File: src/rtl/fp_mul_seq_pkg.sv
// rtl/fp_mul_seq_pkg.sv - shared types and constants for the sequential fp multiplier
// Purpose: FSM state enum, IEEE-754 single-precision field widths and special
//          values, and an operand classifier shared by the top and round/pack.
// Ports:   none (package)
package fp_mul_seq_pkg;

   typedef enum logic [1:0] {
      S_IDLE = 2'd0,
      S_MUL  = 2'd1,
      S_NORM = 2'd2,
      S_DONE = 2'd3
   } state_t;

   localparam int EXP_W  = 8;
   localparam int FRAC_W = 23;
   localparam int MANT_W = FRAC_W + 1;   // hidden bit included
   localparam int PROD_W = 2 * MANT_W;
   localparam int EXPS_W = 10;           // signed working exponent

   localparam logic [31:0] QNAN    = 32'h7FC0_0000;
   localparam int          BIAS    = 127;
   localparam int          EXP_INF = 255;

   // Returns {nan, inf, zero}; a denormal (exp==0) counts as zero.
   function automatic logic [2:0] fp_class(input logic [31:0] x);
      logic [EXP_W-1:0]  e;
      logic [FRAC_W-1:0] f;
      e = x[30:23];
      f = x[22:0];
      fp_class = {(e == EXP_W'(EXP_INF)) && (f != '0),
                  (e == EXP_W'(EXP_INF)) && (f == '0),
                  (e == '0)};
   endfunction

endpackage

File: src/rtl/fp_mul_seq_round_pack.sv
// rtl/fp_mul_seq_round_pack.sv - normalise, round and pack a raw product
// Purpose: combinational normalisation (1-bit), round-to-nearest-even,
//          overflow/underflow clamping and special-case selection.
// Ports:   sign_i, exp_i (10-bit signed biased sum), prod_i (48-bit raw
//          mantissa product), nan_i/inf_i/zero_i special flags, res_o result.
module fp_round_pack
   import fp_mul_seq_pkg::*;
(
   input  logic                     sign_i,
   input  logic signed [EXPS_W-1:0] exp_i,
   input  logic [PROD_W-1:0]        prod_i,
   input  logic                     nan_i,
   input  logic                     inf_i,
   input  logic                     zero_i,
   output logic [31:0]              res_o
);

   logic [MANT_W-1:0]        mant;
   logic [MANT_W:0]          mant_r;
   logic                     guard;
   logic                     sticky;
   logic                     rnd_up;
   logic signed [EXPS_W-1:0] exp_n;
   logic signed [EXPS_W-1:0] exp_f;
   logic [FRAC_W-1:0]        frac_f;

   always_comb begin
      if (prod_i[PROD_W-1]) begin
         mant   = prod_i[47:24];
         guard  = prod_i[23];
         sticky = |prod_i[22:0];
         exp_n  = exp_i + 10'sd1;
      end else begin
         mant   = prod_i[46:23];
         guard  = prod_i[22];
         sticky = |prod_i[21:0];
         exp_n  = exp_i;
      end

      rnd_up = guard & (sticky | mant[0]);
      mant_r = {1'b0, mant} + {{MANT_W{1'b0}}, rnd_up};

      // Rounding 1.111..1 up yields 10.000..0: fraction becomes zero, exponent bumps.
      if (mant_r[MANT_W]) begin
         frac_f = '0;
         exp_f  = exp_n + 10'sd1;
      end else begin
         frac_f = mant_r[FRAC_W-1:0];
         exp_f  = exp_n;
      end

      if (nan_i)
         res_o = QNAN;
      else if (inf_i)
         res_o = {sign_i, 8'hFF, {FRAC_W{1'b0}}};
      else if (zero_i)
         res_o = {sign_i, 31'd0};
      else if (exp_f >= 10'sd255)
         res_o = {sign_i, 8'hFF, {FRAC_W{1'b0}}};
      else if (exp_f <= 10'sd0)
         res_o = {sign_i, 31'd0};
      else
         res_o = {sign_i, exp_f[EXP_W-1:0], frac_f};
   end

endmodule

File: src/rtl/fp_mul_seq.sv
// rtl/fp_mul_seq.sv - sequential shift-add IEEE-754 single-precision multiplier
// Purpose: accepts one operand pair in IDLE, builds the 48-bit mantissa product
//          BITS_PER_CYC bits per cycle, rounds/packs in one cycle, then holds
//          the result until consumed.
// Ports:   clk, rst_n (async active-low); in_valid/in_ready/InA/InB operand
//          handshake; out_valid/out_ready/Out result handshake.
module fp_mul_seq
   import fp_mul_seq_pkg::*;
#(
   parameter int BITS_PER_CYC = 1
) (
   input  logic        clk,
   input  logic        rst_n,
   input  logic        in_valid,
   output logic        in_ready,
   input  logic [31:0] InA,
   input  logic [31:0] InB,
   output logic        out_valid,
   input  logic        out_ready,
   output logic [31:0] Out
);

   localparam int B     = BITS_PER_CYC;
   localparam int N_CYC = MANT_W / B;

   state_t                   state_q, state_d;
   logic [4:0]               cnt_q, cnt_d;
   logic [MANT_W-1:0]        ma_q, ma_d;
   logic [MANT_W-1:0]        mb_q, mb_d;
   logic [PROD_W-1:0]        acc_q, acc_d;
   logic                     sign_q, sign_d;
   logic signed [EXPS_W-1:0] exp_q, exp_d;
   logic [2:0]               flg_q, flg_d;   // {nan, inf, zero} of the product
   logic [31:0]              res_q, res_d;

   logic [2:0]               cls_a, cls_b;
   logic [MANT_W+B-1:0]      pp;
   logic [PROD_W+B-1:0]      sum_w;
   logic [31:0]              packed_res;

   assign cls_a = fp_class(InA);
   assign cls_b = fp_class(InB);

   // Partial product lands in the top half; shifting right each cycle means
   // digit i ends up weighted by 2^(i*B) after N_CYC steps with no bits lost.
   assign pp    = {{B{1'b0}}, ma_q} * {{MANT_W{1'b0}}, mb_q[B-1:0]};
   assign sum_w = {{B{1'b0}}, acc_q} + {pp, {MANT_W{1'b0}}};

   fp_round_pack u_round_pack (
      .sign_i (sign_q),
      .exp_i  (exp_q),
      .prod_i (acc_q),
      .nan_i  (flg_q[2]),
      .inf_i  (flg_q[1]),
      .zero_i (flg_q[0]),
      .res_o  (packed_res)
   );

   always_ff @(posedge clk or negedge rst_n) begin
      if (!rst_n) begin
         state_q <= S_IDLE;
         cnt_q   <= '0;
         ma_q    <= '0;
         mb_q    <= '0;
         acc_q   <= '0;
         sign_q  <= 1'b0;
         exp_q   <= '0;
         flg_q   <= '0;
         res_q   <= '0;
      end else begin
         state_q <= state_d;
         cnt_q   <= cnt_d;
         ma_q    <= ma_d;
         mb_q    <= mb_d;
         acc_q   <= acc_d;
         sign_q  <= sign_d;
         exp_q   <= exp_d;
         flg_q   <= flg_d;
         res_q   <= res_d;
      end
   end

   always_comb begin
      state_d   = state_q;
      cnt_d     = cnt_q;
      ma_d      = ma_q;
      mb_d      = mb_q;
      acc_d     = acc_q;
      sign_d    = sign_q;
      exp_d     = exp_q;
      flg_d     = flg_q;
      res_d     = res_q;
      in_ready  = 1'b0;
      out_valid = 1'b0;

      unique case (state_q)
         S_IDLE: begin
            in_ready = 1'b1;
            if (in_valid) begin
               ma_d   = {InA[30:23] != '0, InA[22:0]};
               mb_d   = {InB[30:23] != '0, InB[22:0]};
               sign_d = InA[31] ^ InB[31];
               exp_d  = $signed({2'b00, InA[30:23]}) + $signed({2'b00, InB[30:23]})
                        - 10'(BIAS);
               // NaN operand or 0*inf wins over inf, which wins over zero.
               flg_d  = {cls_a[2] | cls_b[2] | (cls_a[1] & cls_b[0]) | (cls_b[1] & cls_a[0]),
                         cls_a[1] | cls_b[1],
                         cls_a[0] | cls_b[0]};
               acc_d  = '0;
               cnt_d  = '0;
               state_d = S_MUL;
            end
         end
         S_MUL: begin
            acc_d = sum_w[PROD_W+B-1:B];
            mb_d  = mb_q >> B;
            cnt_d = cnt_q + 5'd1;
            if (cnt_q == 5'(N_CYC - 1))
               state_d = S_NORM;
         end
         S_NORM: begin
            res_d   = packed_res;
            state_d = S_DONE;
         end
         S_DONE: begin
            out_valid = 1'b1;
            if (out_ready)
               state_d = S_IDLE;
         end
         default: state_d = S_IDLE;
      endcase
   end

   assign Out = res_q;

endmodule

File: config.mk
export PLATFORM = sky130hd
export DESIGN_NAME = fp_mul_seq
export DESIGN_NICKNAME = d
export VERILOG_FILES = /design/src/rtl/fp_mul_seq_pkg.sv /design/src/rtl/fp_mul_seq_round_pack.sv /design/src/rtl/fp_mul_seq.sv
export SDC_FILE = /design/constraint.sdc
export NUM_CORES = 1
export LEC_CHECK = 0
export CAP_MARGIN = 15
export CORE_MARGIN = 2
export CORE_UTILIZATION = 65
export DETAILED_ROUTE_END_ITERATION = 10
export DONT_BUFFER_PORTS = 1
export PLACE_DENSITY_LB_ADDON = 0.15
export SLEW_MARGIN = 5
export SYNTH_ARGS = -nofsm -noshare
export SYNTH_HDL_FRONTEND = slang
export SYNTH_SLANG_ARGS = --single-unit
File: constraint.sdc
create_clock -name clk -period 5.82 [get_ports clk]
set_input_delay 0.873 -clock clk [delete_from_list [all_inputs] [get_ports clk]]
set_output_delay 0.873 -clock clk [all_outputs]
set_load 0.005 [all_outputs]
==> impl_results.md <==
* GP Congestion at roughly 0.9
* Least-Margin Pin Slew at approximately 980 ps
* Post-Synthesis Cell Area at between 9000 and 10,000 µm²
* Pwr Total at approximately 5.1 mW
* Final Slew Violations at 0
* Unique masters post-synth at 64
* Num ports at approximately 100
* DP Cell Count at roughly 1.2k
* Critical path data required time at a little over 6000 ps
* Max incr delay on CP at about 800 ps
* Initial Util at 66.3%
* Number of global-route vias before repair at a little over 7k
* Total leakage power at 4.40 nW
* Drt pass-1 iters at 5
* Core box area at roughly 14,000 µm²
* Htree depth at 4
* DIE AREA at roughly 16,000 µm²
* Num CTS Buffers at 17
* WL/cell at 17.7 µm
* Synth Area in Compound Gates at 18.8%
* Drt drc at 0
* Main combinational cell family by area after synthesis: compound AO/OA/AOI/OAI gates
* Area Overhead vs Synth at 7.07%
* CTS tree: done
* Relative slew slack at about a third
* F_max at between 200 and 250 MHz
* Yosys reg bits at ~150
* Pwr dens at just under 500 nW/µm²
* Global-route wire length before repair at between 30 and 40 mm
* Worst-path fanout max at 37
* Status: complete, no violations
* Cell Chain, Critical Path: mux2i_1, nor2_1, ha_1, nand2_1, or4_1, or4_4, nor4_1, xor2_1, a41oi_2, nand4_4, o32ai_2
* Pin count of the biggest net entering global routing at 150
* Die Width at 125 µm
* Synth Area in Simple Gates at 16.9%
* Highest ir drop seen on vdd at 0.245 mV
* Top cells by area in the synthesized netlist: dfrtp_1 39%, ha_1 6.2%, nand2_1 4.1%, mux2i_1 3.8%, mux2_2 3.8%
* Post-Route WL at roughly 21 mm
* Synth Area in XOR/XNOR at between 6 and 7%
* ANT nets after route at 0
* Post-layout nets at 1,105
* Number of flops mapped to enable cells by yosys at 0
* Sink Count at 149
* Hold_buf cts at 0
* Final setup skew at about 6 ps
* GRT overflow at 0
* Post-Layout Cell Count at ~1.2k
* Worst hold path class: in -> async
* Ys flop type: dfrtp_1
* CP arrival at 5020 ps
* I/O Buffers at 0
* Total GRT Usage at a little over a quarter
* Total number of vias at between 7k and 8k
* Clk Latency, worst-skew pair at 430 ps
* Max Cap Viol at 0
* RSZ-0062 raised after global routing: false
* Syn nets at around 1.1k
* Ratio of cells with drive above 1 in the final layout at roughly a tenth
* Endpoints failing hold at 0
* Final TNS setup at 0 ps
* Most common cell in the netlist: dfrtp_1
* Area share of the largest cell type after synthesis at approximately two fifths
* Startpoint Class: flop
* Cts repair resizes at 0
* Initial antenna violation count at 0
* Post-synthesis mux area share at 7.54%
* Longest Clk Path Bufs at 2
* Mean Syn Cell Area at 9.38 µm²
* Final Cycle Share at about four fifths
* Die Ht at 125 µm
* Most common library cells after synthesis: 149 x dfrtp_1, 105 x nand2_1, 69 x o21ai_0
* Crit Path Category: reg -> reg
* Count of final setup violators at 0
* Post-route minimum period at approximately 4700 ps
* Num rows at 44
* # diodes at 0
* Root Driver: clkbuf_16
* Largest area contributor in the netlist: dfrtp_1
* Async set-reset flop share out of synthesis at between 90% and 100%
* Drt first-iter violations at just under 500
* Sequential fraction of the synthesis area at between 30% and 40%
* Hpwl dp at ~15 mm
* Setup repair bufs after CTS at 0
* Worst path slowest cell: dfrtp_2
* Count of yosys warnings during synthesis at 0
* Worst Setup End Kind: flop
* Synth Instances at 1,019
* Adder-cell share of the synthesized area at under 10%
* Via/cell ratio at between 6 and 7
* Worst-path clk slew at about 60 ps
flip-flops by register name, indices dropped and copies added, names as in the netlist:
register  count
sign_q        1
exp_q        10
Out          32
state_q       2
mb_q         24
ma_q         24
cnt_q         5
flg_q         3
acc_q        48
critical path: cells and delay by family (launching register included):
kind                       cells  cell delay, ps
and+or+nand+nor                6            2550
AOI/OAI and AO/OA              2             720
adders and majority gates      1             190
xor gates and xnor gates       1             150
DFF                            1             800
muxes                          1             170
final timing paths:
path | from | endpoint | slack [ps] | cells after the start
max in group asynchronous | rst_n | Out[1]$_DFFE_PN0P_ | 5480 | 0
worst max-delay path | acc_q[47]$_DFFE_PN0P_ | Out[19]$_DFFE_PN0P_ | 1140 | 11
worst max register to register | acc_q[47]$_DFFE_PN0P_ | Out[19]$_DFFE_PN0P_ | 1140 | 11
min in group clk | mb_q[13]$_DFFE_PN0P_ | mb_q[13]$_DFFE_PN0P_ | 480 | 2
worst min-delay path | rst_n | mb_q[15]$_DFFE_PN0P_ | 130 | 0
worst min register to register | mb_q[13]$_DFFE_PN0P_ | mb_q[13]$_DFFE_PN0P_ | 480 | 2
layout make-up:
type | count | area [µm²]
fill | 1094 | 4190
clock buffer | 19 | 453
inverter | 61 | 229
sequential | 149 | 3730
timing repair buffer | 5 | 37.5
tap | 184 | 230
clock inverter | 11 | 199
multi-input combinational | 754 | 5360
cells by family after synthesis:
group                    after synthesis
buffers and inverters                116
adder cells (fa/ha/maj)               49
AND/OR/NAND/NOR                      321
flip-flops                           149
multiplexers                          68
XOR/XNOR                              67
AO/OA/AOI/OAI                        249
placed cells by master (no fill, tap or decap), types with 6 or more instances in the layout:
| cell | count |
|---|---|
| a21o_1 | 11 |
| a21oi_1 | 40 |
| a22o_1 | 26 |
| and2_1 | 30 |
| clkbuf_16 | 17 |
| dfrtp_1 | 148 |
| ha_1 | 46 |
| inv_1 | 60 |
| mux2_2 | 32 |
| mux2i_1 | 36 |
| nand2_1 | 104 |
| nand2b_1 | 8 |
| nand3_1 | 21 |
| nand4_1 | 17 |
| nor2_1 | 62 |
| nor2b_1 | 7 |
| nor3_1 | 11 |
| nor4_1 | 22 |
| o2111ai_1 | 6 |
| o21ai_0 | 69 |
| o21bai_1 | 8 |
| o221ai_1 | 9 |
| o22ai_2 | 20 |
| o31ai_1 | 12 |
| or3_1 | 8 |
| or4_1 | 11 |
| xnor2_1 | 40 |
| xor2_1 | 27 |
stage by stage:
stage	setup slack (ps)	utilization, %	cell area [µm²]	hold WS [ps]
floorplan	646	-	9560	442
CTS	1150	71.0	10200	123
detailed placement	1150	66.4	9580	471
finish	1140	71.0	10200	131
global route	919	71.0	10200	121
global placement	1250	66.4	9580	461
power by group:
group	switching, mW	leakage, nW	total, mW	internal (mW)
sequential	0.394	1.92	1.81	1.42
combinational	1.19	2.16	2.06	0.863
clock	0.438	0.308	1.22	0.780
total	2.02	4.40	5.09	3.06
per-layer routing:
layer / global-route usage [%] / part of all wire [%]
met5: 0 / 0
met4: 9.41 / 2.0
met3: 5.31 / 5.6
met2: 41.5 / 44
met1: 39.8 / 48
No activity file was read; power rests on OpenSTA's default activity.
==> RTL change: new RTL, same settings <==
Set the package constant `EXPS_W` to 20 (it was 10).
--- a/src/rtl/fp_mul_seq_pkg.sv
+++ b/src/rtl/fp_mul_seq_pkg.sv
@@ -15,7 +15,7 @@
    localparam int FRAC_W = 23;
    localparam int MANT_W = FRAC_W + 1;   // hidden bit included
    localparam int PROD_W = 2 * MANT_W;
-   localparam int EXPS_W = 10;           // signed working exponent
+   localparam int EXPS_W = 20;           // signed working exponent
 
    localparam logic [31:0] QNAN    = 32'h7FC0_0000;
    localparam int          BIAS    = 127;
Check against the original RTL: same outputs for any inputs over 10 cycles, from zero or initial values and one cycle with rst_n low; that may be too few to reach the edited logic, so the function may still have changed.
==> RTL change against the original RTL <==
Power rose by 9.3%; setup slack improved by 0.19 ns; critical endpoint is now Out[21]$_DFFE_PN0P_; cell count rose by 0.59%; highest routed layer unchanged; area after synthesis barely moved; sequential cell count did not move; final area decreased by 0.87%; wire length grew 0.17%.
==> RTL change: results (changes against the original RTL) <==
stage,metric,value,unit,change
placed_design,GPL Wtd Cong,0.8563,,was 0.9264
yosys,synth warn,0,,unchanged
global_route,vias in the first global route,7038,,was 7090
global_route,largest net degree at the start of global routing,150,,unchanged
power,Max VDD drop,534.2,uV,was 245.0 uV
cts,H-tree depth,4,,unchanged
sta,normalized max-slew margin,29.49,%,was 34.84%
sta,Final Skew,0.009586,ns,was 0.006021 ns
placed_design,detailed placement HPWL,14.84,mm,was 15.03 mm
cts,Num CTS Buffers,17,,unchanged
run_status,status,"complete, no violations",,unchanged
cts,root buf cell,clkbuf_16,,unchanged
cts,Worst-Skew Late Latency,0.43,ns,about the same
worst_setup_path,worst-path maximum fanout,28,,was 37
yosys,Yosys cell types,61,,was 64
yosys,share of flip-flops with an asynchronous set or reset,100.0,%,unchanged
routing,via count,7517,,was 7382
final_layout,layout cells sized above 1,9.742,%,was 10.01%
yosys,sequential-to-total area share from yosys stat,39.02,%,was 39.01%
final_layout,max reg flops,48,,unchanged
placed_design,Buffers on Ports,0,,unchanged
global_route,Global Route Usage Sum,27.24,%,was 27.39%
cts,CTS resizes,0,,unchanged
yosys,"top cells by area, synth","dfrtp_1 39%, ha_1 6.2%, mux2_2 5.9%, o22ai_1 4.3%, xnor2_1 3.9%",,"was dfrtp_1 39%, ha_1 6.2%, nand2_1 4.1%, mux2i_1 3.8%, mux2_2 3.8%"
routing,drt pass-1 iters,5,,unchanged
placed_design,pre-CTS setup slack,1.322,ns,was 1.148 ns
yosys,Synth top cells by count,"149 x dfrtp_1, 86 x nand2_1, 65 x o22ai_1",,"was 149 x dfrtp_1, 105 x nand2_1, 69 x o21ai_0"
final_layout,ant diodes,0,,unchanged
routing,Iteration-0 DRC Markers,522,,was 484
worst_setup_path,CP arrival,4.82,ns,was 5.02 ns
final_layout,layout net count,1110,,was 1105
final_layout,Top reg by flops,acc_q,,unchanged
global_route,gr ovfl total,0,,unchanged
yosys,Cells after Synth,1028,,was 1019
global_route,global-route wire length before repair,34.97,mm,was 34.87 mm
worst_hold_path,worst hold-check path type,primary input to asynchronous set/reset pin,,unchanged
cts,postcts setup bufs,0,,unchanged
routing,drt wl/cell,17.62,um,was 17.69 um
yosys,share of the synthesized area in the top cell type,39.02,%,was 39.01%
yosys,Synth Flop Type,dfrtp_1,,unchanged
final_layout,final std cells w/o fill,1190,,was 1183
routing,number of remaining DRC errors,0,,unchanged
cts,Worst-path clk slew,0.07,ns,
cts,clk buf depth,2,,unchanged
global_route,number of antenna violations at the first check in global routing,1,,was 0
power,Leakage Power,4.274,nW,was 4.395 nW
[RTL change: cell families after synthesis]
kind of cell | Yosys count | share of synthesized area (%)
compound gates | 283 | 18.93
simple gates | 282 | 15.50
flops | 149 | 39.02
buf+inv | 118 | 4.910
xor+xnor | 75 | 6.874
mux | 72 | 8.196
fa+ha+maj | 49 | 6.572
[RTL change: worst paths after layout]
kind	startpoint	slack (ns)	to	depth (start not counted)
worst min register to register	ma_q[23]$_DFFE_PN0P_	0.48	ma_q[23]$_DFFE_PN0P_	2
worst max-delay path	acc_q[47]$_DFFE_PN0P_	1.32	Out[21]$_DFFE_PN0P_	12
min in group clk	ma_q[23]$_DFFE_PN0P_	0.48	ma_q[23]$_DFFE_PN0P_	2
max in group asynchronous	rst_n	5.47	acc_q[29]$_DFFE_PN0P_	0
worst max register to register	acc_q[47]$_DFFE_PN0P_	1.32	Out[21]$_DFFE_PN0P_	12
worst min-delay path	rst_n	0.13	Out[31]$_DFFE_PN0P_	0
[RTL change: per-layer routing]
| metal | routed length, um | track usage (%) |
|---|---|---|
| met5 | 0 | 0 |
| met4 | 403 | 8.366 |
| met3 | 1248 | 7.531 |
| met2 | 9381 | 39.74 |
| met1 | 9932 | 39.83 |
[RTL change: area by class of cell]
type                    count  area, um2
multi-input cells         761       5361
fillers                  1145       4278
flip-flops and latches    149       3730
clock buffers              17      425.4
well taps                 184      230.2
inverters                  58      217.7
clock inverters            15      136.4
repair buffers              6      45.04
[RTL change: critical path, cell delays in order, from the launching register on]
cell	delay (ns)
dfrtp_2	0.63
nand2b_1	0.26
a21oi_1	0.15
ha_1	0.22
nand4_1	0.11
nor4bb_1	0.59
nor4b_4	0.56
nand2_1	0.10
o31a_1	0.28
or3b_1	0.51
nor2_1	0.20
nand4b_2	0.49
o22ai_1	0.28
[RTL change: where the power goes]
| group | switching [mW] | total [mW] | internal, mW |
|---|---|---|---|
| clock network | 0.482 | 1.05 | 0.565 |
| logic | 1.43 | 2.60 | 1.17 |
| registers | 0.463 | 1.92 | 1.46 |
[RTL change: per-stage QoR]
stage          area [um2]  util (%)
2_1_floorplan        9557         -
3_3_place_gp         9584     66.45
3_5_place_dp         9584     66.45
4_1_cts             10150     70.34
5_1_grt             10150     70.34
6_report            10150     70.34
